`config.mk`:
```
export PLATFORM = sky130hd
export DESIGN_NAME = logic_unit_pipe
export DESIGN_NICKNAME = d
export VERILOG_FILES = /design/src/rtl/logic_unit_pipe.sv
export SDC_FILE = /design/constraint.sdc
export NUM_CORES = 1
export LEC_CHECK = 0
export ABC_AREA = 1
export CELL_PAD_IN_SITES_DETAIL_PLACEMENT = 0
export CELL_PAD_IN_SITES_GLOBAL_PLACEMENT = 1
export CORE_ASPECT_RATIO = 0.9
export CORE_UTILIZATION = 37
export DETAILED_ROUTE_END_ITERATION = 6
export MAX_ROUTING_LAYER = met4
export PLACE_DENSITY = 0.82
export SETUP_SLACK_MARGIN = 0.5
export SLEW_MARGIN = 40
export SYNTH_ARGS = -nofsm -noshare
export SYNTH_HDL_FRONTEND = slang
export SYNTH_SLANG_ARGS = --single-unit
```
`constraint.sdc`:
```
create_clock -name clk -period 1.8 [get_ports clk]
set_input_delay 0.27 -clock clk [delete_from_list [all_inputs] [get_ports clk]]
set_output_delay 0.27 -clock clk [all_outputs]
set_load 0.005 [all_outputs]
```
`src/rtl/logic_unit_pipe.sv`:
```
// logic_unit_pipe: pipelined WIDTH-bit bitwise unit (op 0..7: NOT a, AND, OR, XOR, NAND, NOR, XNOR, PASS a); in_valid/in_ready/in_a/in_b/in_op in, out_valid/out_ready/out_data/out_zr/out_ng/out_count out through a one-entry skid buffer; define LOGIC_UNIT_PARITY_EN to add out_par
module logic_unit_pipe #(
  parameter int WIDTH = 16,
  parameter int CNT_WIDTH = 16
) (
  input  logic                 clk,
  input  logic                 rst_n,
  input  logic                 in_valid,
  output logic                 in_ready,
  input  logic [WIDTH-1:0]     in_a,
  input  logic [WIDTH-1:0]     in_b,
  input  logic [2:0]           in_op,
  output logic                 out_valid,
  input  logic                 out_ready,
  output logic [WIDTH-1:0]     out_data,
  output logic                 out_zr,
  output logic                 out_ng,
  output logic [CNT_WIDTH-1:0] out_count
`ifdef LOGIC_UNIT_PARITY_EN
  ,
  output logic                 out_par
`endif
);
  logic             skid_valid;
  logic [WIDTH-1:0] skid_data;
  logic [WIDTH-1:0] res;
  logic [WIDTH-1:0] ld;
  logic             accept;
  logic             out_free;
  logic             load;
  assign in_ready = !skid_valid;
  assign accept   = in_valid && in_ready;
  assign out_free = !out_valid || out_ready;
  assign load     = out_free && (skid_valid || accept);
  assign ld       = skid_valid ? skid_data : res;
  always_comb begin
    res = in_op == 3'd0 ? ~in_a :
          in_op == 3'd1 ? in_a & in_b :
          in_op == 3'd2 ? in_a | in_b :
          in_op == 3'd3 ? in_a ^ in_b :
          in_op == 3'd4 ? ~(in_a & in_b) :
          in_op == 3'd5 ? ~(in_a | in_b) :
          in_op == 3'd6 ? ~(in_a ^ in_b) : in_a;
  end
  always_ff @(posedge clk) begin
    if (!rst_n) begin
      out_valid  <= 1'b0;
      out_data   <= '0;
      out_zr     <= 1'b0;
      out_ng     <= 1'b0;
      out_count  <= '0;
      skid_valid <= 1'b0;
      skid_data  <= '0;
    end else begin
      if (out_valid && out_ready) out_count <= out_count + 1'b1;
      if (out_free) begin
        out_valid  <= skid_valid || accept;
        skid_valid <= 1'b0;
        if (load) begin
          out_data <= ld;
          out_zr   <= ld == '0;
          out_ng   <= ld[WIDTH-1];
        end
      end else if (accept) begin
        skid_valid <= 1'b1;
        skid_data  <= res;
      end
    end
  end
`ifdef LOGIC_UNIT_PARITY_EN
  always_ff @(posedge clk) begin
    if (!rst_n) out_par <= 1'b0;
    else if (load) out_par <= ^ld;
  end
`endif
endmodule

```
# After elaboration in Yosys (flattened, before gate mapping)
# Index checks and enable logic that the tools add are counted.
dict set report op_classes {
  add_sub_neg 1
  n_eq_ne 6
  n_mux 8
  n_bitwise 9
  n_reduce_logical 12
}
# cell n
set ops {}
lappend ops {{16-bit 2-to-1 mux} 8}
lappend ops {{16-bit inverter} 4}
lappend ops {{16-bit by 1-bit adder with 16-bit output (second input constant)} 1}
lappend ops {{16-bit bitwise AND} 1}
lappend ops {{16-bit logical NOT} 1}
lappend ops {{16-bit OR} 1}
lappend ops {{16-bit bitwise XOR} 1}
lappend ops {{3-bit equality test (second input constant)} 3}
lappend ops {{3-bit by 2-bit equality test with 1-bit output (second input constant)} 2}
lappend ops {{2-bit AND reduction} 2}
lappend ops {{3-bit by 1-bit equality test with 1-bit output (second input constant)} 1}
lappend ops {{1-bit logical AND} 3}
lappend ops {{3-bit logical NOT} 1}
lappend ops {{1-bit logical NOT} 2}
lappend ops {{1-bit logical OR} 2}
lappend ops {{1-bit inverter} 2}
lappend ops {{2-bit OR reduction} 1}
dict set report word_totals {
  register_bits 52
  out_inout_bits 36
  elab_cells 43
}

# Depth between registers and ports, before layout
dict set report logic_depth {
  depth_word 11
  ltp_mapped 18
  depth_no_buf 18
}

# Worst setup path after synthesis
# OpenSTA, ideal clock, no wires.
dict set report synth_timing {
  path_type {flip-flop to flip-flop}
  from {register out_valid}
  to {register out_count[15]}
  setup_ps 128
  t_arrival_ps 1553
  setup_slack_ps 119
  path_stages_with_launch 11
  path_cell_list {dfxtp_1 > nand2_1 > inv_1 > nand3_1 > nor2_1 > nand3_1 > nor4_1 > inv_1 > nor3_1 > xnor2_1 > nor2_1}
}
dict set report synth_via {
  elab_chain_cells 1
}
# item line_no
set synth_lines {}
lappend synth_lines {{from (decl)} 13} ;# output logic out_valid,
lappend synth_lines {{from (signal assigned)} 57} ;# out_valid <= skid_valid || accept;
lappend synth_lines {{1-bit logical AND} 55} ;# if (out_valid && out_ready) out_count <= out_count + 1'b1;
lappend synth_lines {{to (signal assigned)} 55}
lappend synth_lines {{to (decl)} 18} ;# output logic [CNT_WIDTH-1:0] out_count
# No other way between the ends.
# A chain may end at the register's enable or synchronous reset.

# Final worst setup path
dict set report layout_timing {
  from {input in_op[2]}
  to {register out_zr}
}
dict set report layout_via {
  elab_chain_cells 10
  word_cells_on_any_way 16
  cone_classes {eq/ne (6); mux (8); reduce/logical (2)}
}
# item line_no
set layout_lines {}
lappend layout_lines {{from (decl)} 12} ;# input logic [2:0] in_op,
lappend layout_lines {{3-bit equality test} 43} ;# in_op == 3'd6 ? ~(in_a ^ in_b) : in_a;
lappend layout_lines {{16-bit 2-to-1 mux} 43}
lappend layout_lines {{16-bit 2-to-1 mux} 42} ;# in_op == 3'd5 ? ~(in_a | in_b) :
lappend layout_lines {{16-bit 2-to-1 mux} 41} ;# in_op == 3'd4 ? ~(in_a & in_b) :
lappend layout_lines {{16-bit 2-to-1 mux} 40} ;# in_op == 3'd3 ? in_a ^ in_b :
lappend layout_lines {{16-bit 2-to-1 mux} 39} ;# in_op == 3'd2 ? in_a | in_b :
lappend layout_lines {{16-bit 2-to-1 mux} 38} ;# in_op == 3'd1 ? in_a & in_b :
lappend layout_lines {{16-bit 2-to-1 mux *} 37} ;# res = in_op == 3'd0 ? ~in_a :
lappend layout_lines {{16-bit 2-to-1 mux *} 35} ;# assign ld = skid_valid ? skid_data : res;
lappend layout_lines {{16-bit logical NOT *} 61} ;# out_zr <= ld == '0;
lappend layout_lines {{to (signal assigned)} 49} ;# out_zr <= 1'b0;
lappend layout_lines {{to (signal assigned)} 61}
lappend layout_lines {{to (decl)} 16} ;# output logic out_zr,
# Every way passes the cells marked *; elsewhere a longest branch is shown, timed or not.

==> flow_summary.json <==
{
  "setup_viol": 0,
  "switchingPower_mw": 1.19,
  "avgSynthCellArea_um2": 6.01,
  "die_width_um": 113,
  "path_buf_inv": 4,
  "pwr-share-comb_pct": 39.1,
  "synth-seq-area-share_pct": 24.7,
  "finalCritPeriodShare_pct": 96.9,
  "start_util_pct": 38.1,
  "cp.required_ns": 2.02,
  "gp_congestion": 0.909,
  "cts_tree": "built",
  "core_um2": 10900,
  "hpwl_um": 9600,
  "cts_hold_buf": 0,
  "wl_per_cell_um": 14.3,
  "arrival_ns": 1.97,
  "cellLeakagePower_nw": 3.85,
  "crit_family": "simple AND/OR/NAND/NOR gates",
  "grt_use_total_pct": 25.9,
  "p_int_mw": 2.58,
  "seqPwrFrac_pct": 32.1,
  "ir_worst_vdd_mv": 0.534,
  "drv_slew": 0,
  "synth_area_um2": 4140,
  "ios": 75,
  "finalNetCount": 999,
  "dr.pass1.iters": 5,
  "root_buffer": "clkbuf_16",
  "grt_pass1_wl_um": 23600,
  "viasPerCell": 5.05,
  "drc": 0,
  "endpoint_kind": "flip-flop",
  "syn-instance-count": 689,
  "p_total_mw": 3.77,
  "path_class": "in2reg",
  "syn2layout_area_growth_pct": 81.7,
  "timing.critical_path.mode_cell": "nand2_1",
  "grt_max_degree": 30,
  "layout-drive-gt1-share_pct": 43.6,
  "clock-sinks": 51,
  "num_antenna_cells": 0,
  "ant_nets": 0,
  "clock_latency_ns": 0.29,
  "path_clk_slew_ns": 0.07,
  "drt-initial-drc-count": 351,
  "slowest_stage": "nor2_2",
  "crit_chain": "buf_6, buf_12, buf_8, nand3_4, buf_6, nand2_4, nand3_2, nand2_1, nand2_1, nand2_1, nand2_1, nand2_2, nand3_2, nand2_1, nor2_2, nand2_1, nor2_1, nand3_1, a21oi_2",
  "clockPowerShare_pct": 28.8,
  "multi_input_area_um2": 3260,
  "portBuffers": 74,
  "netSwitchingFraction_pct": 31.7,
  "ctsLongestPathBuffers": 2,
  "fmax_mhz": 573,
  "die-area_um2": 11600,
  "relSlewSlack_pct": 64.9,
  "die_h_um": 102,
  "synth_nets": 761,
  "antenna_found_initial": 0,
  "drv_cap": 0,
  "grt_pass1_vias": 5208,
  "status": "complete, no violations",
  "rows": 36,
  "numCtsBuffers": 5,
  "cts-htree-levels": 2,
  "placed_area_um2": 5870,
  "vias": 5451,
  "worst_pin_slew_ns": 0.526,
  "startpoint_type": "input port",
  "fin_area_um2": 7520,
  "wl_um": 15500,
  "synth.ff_latch_count": 51,
  "crit_fanout": 8,
  "grt_remaining_overflow": 0,
  "ys_types": 28,
  "nFillCells": 890,
  "hold_viol_final": 0,
  "finalCriticalPeriod_ns": 1.75,
  "worst_clock_skew_ns": 0.00807,
  "grt_setup_unrepaired": "true",
  "hold_path.class": "in2reg",
  "seq_area_um2": 1060,
  "slowest_delay_ns": 0.16,
  "ys_warn_count": 0,
  "power_density_nw_per_um2": 502
}
## layout by cell type (no fill, tap or decap), types with 13 or more instances in the layout
master,synthesis,layout
dfxtp_2,0,13
o21ai_0,44,28
dlygate4sd2_1,0,57
nand2_1,198,156
dfxtp_1,51,31
ha_4,0,13
buf_4,5,129
o211ai_1,17,17
nand3_1,50,22
nand2_2,2,37
nand3_2,1,26
ha_1,33,18
a21oi_2,0,14
inv_2,5,29
a21oi_1,55,41
buf_6,5,46
nor2_1,62,49
inv_1,103,73
## state kept, by name, summed over array words and instances (netlist names)
register / flops
out_count: 16
out_data: 16
skid_data: 16
out_valid: 1
skid_valid: 1
out_zr: 1
## tightest hold or removal path, delay by kind of cell
family	cells	cell delay [ns]
and+or+nand+nor	2	0.17
AOI/OAI and AO/OA	1	0.05
buffers and inverters	2	0.21
## synth_stat cells
library cell | n | area (um2)
buf_2 | 6 | 30.0
nand3_2 | 1 | 10.0
nor3_1 | 7 | 35.0
nand4_1 | 4 | 25.0
nand3_4 | 1 | 17.5
o211ai_1 | 17 | 128
nor2_2 | 1 | 6.26
nand2_1 | 198 | 743
inv_2 | 5 | 18.8
xnor2_1 | 2 | 17.5
nor3b_1 | 2 | 15.0
nor2_1 | 62 | 233
nor2_4 | 1 | 11.3
o21ai_1 | 2 | 10.0
o21ai_0 | 44 | 220
a21oi_1 | 55 | 275
clkbuf_1 | 16 | 60.1
dfxtp_1 | 51 | 1020
xor2_1 | 1 | 8.76
buf_4 | 5 | 37.5
ha_1 | 33 | 413
o21a_1 | 2 | 15.0
inv_1 | 103 | 387
nand3_1 | 50 | 250
buf_6 | 5 | 56.3
or2_2 | 11 | 68.8
nand2_2 | 2 | 12.5
nor4_1 | 2 | 12.5
## per-layer routing
layer	vias to the layer above	track usage [%]	routed length, um
li1	2670	-	-
met1	2551	31.5	6630
met2	192	45.1	7640
met3	38	3.91	855
met4	0	6.28	329
met5	-	-	0
## cell type report
class / instances / area share (%)
Timing Repair Buffer: 260 / 31.9
Clock inverter: 3 / 0.582
Tap cell: 152 / 2.53
Multi-Input combinational cell: 501 / 43.3
Clock buffer: 5 / 1.66
Sequential cell: 51 / 14.1
Inverter: 108 / 5.86
## cell families (layout without fill, tap and decap cells)
logic type | count (synthesis) | after routing | share of synthesized area (%)
AND/OR/NAND/NOR | 342 | 345 | 34.8
buffers and inverters | 140 | 376 | 14.2
AO/OA/AOI/OAI | 120 | 120 | 15.7
flip-flops | 51 | 51 | 24.7
adder cells (fa/ha/maj) | 33 | 33 | 9.98
XOR/XNOR | 3 | 3 | 0.635
## repair_timing
item	4_1_cts	5_1_grt
pin swaps	49	59
buffers inserted	51	16
gates resized for setup	237	129
endpoints found under the hold margin	0	0
gates cloned	5	1
endpoints found under the setup margin	79	46
## worst paths after layout
path	endpoint	slack [ns]	depth (start not counted)	from
setup / recovery	out_zr$_SDFFE_PN0P_	0.05	19	in_op[2]
hold / removal	skid_data[14]$_SDFFE_PN0P_	0.44	5	in_a[14]
setup reg to reg	out_zr$_SDFFE_PN0P_	0.23	11	skid_valid$_SDFFE_PP0P_
hold reg to reg	skid_data[4]$_SDFFE_PN0P_	0.49	2	skid_data[4]$_SDFFE_PN0P_
## per-stage QoR
step,util [%],worst slack [ns],setup TNS [ns],instances,hold WS (ns)
after floorplan,-,0.260,0,689,0.457
after global placement,54.1,-0.636,-12.76,999,0.468
after detailed placement,54.1,-0.735,-14.53,999,0.478
after CTS,63.9,0.0612,0,1063,0.493
after global routing,69.3,-0.138,-0.142,1080,0.496
final,69.3,0.0549,0,1080,0.445
## power by group through the flow
stage	clock network [mW]	logic, mW	registers [mW]
final	1.09	1.47	1.21
after global routing	1.16	1.61	1.22
after floorplan	0	0.536	1.24
after global placement	0	1.07	1.24
after CTS	1.10	1.27	1.21
after detailed placement	0	1.08	1.24
No activity file was read; power rests on OpenSTA's default activity.
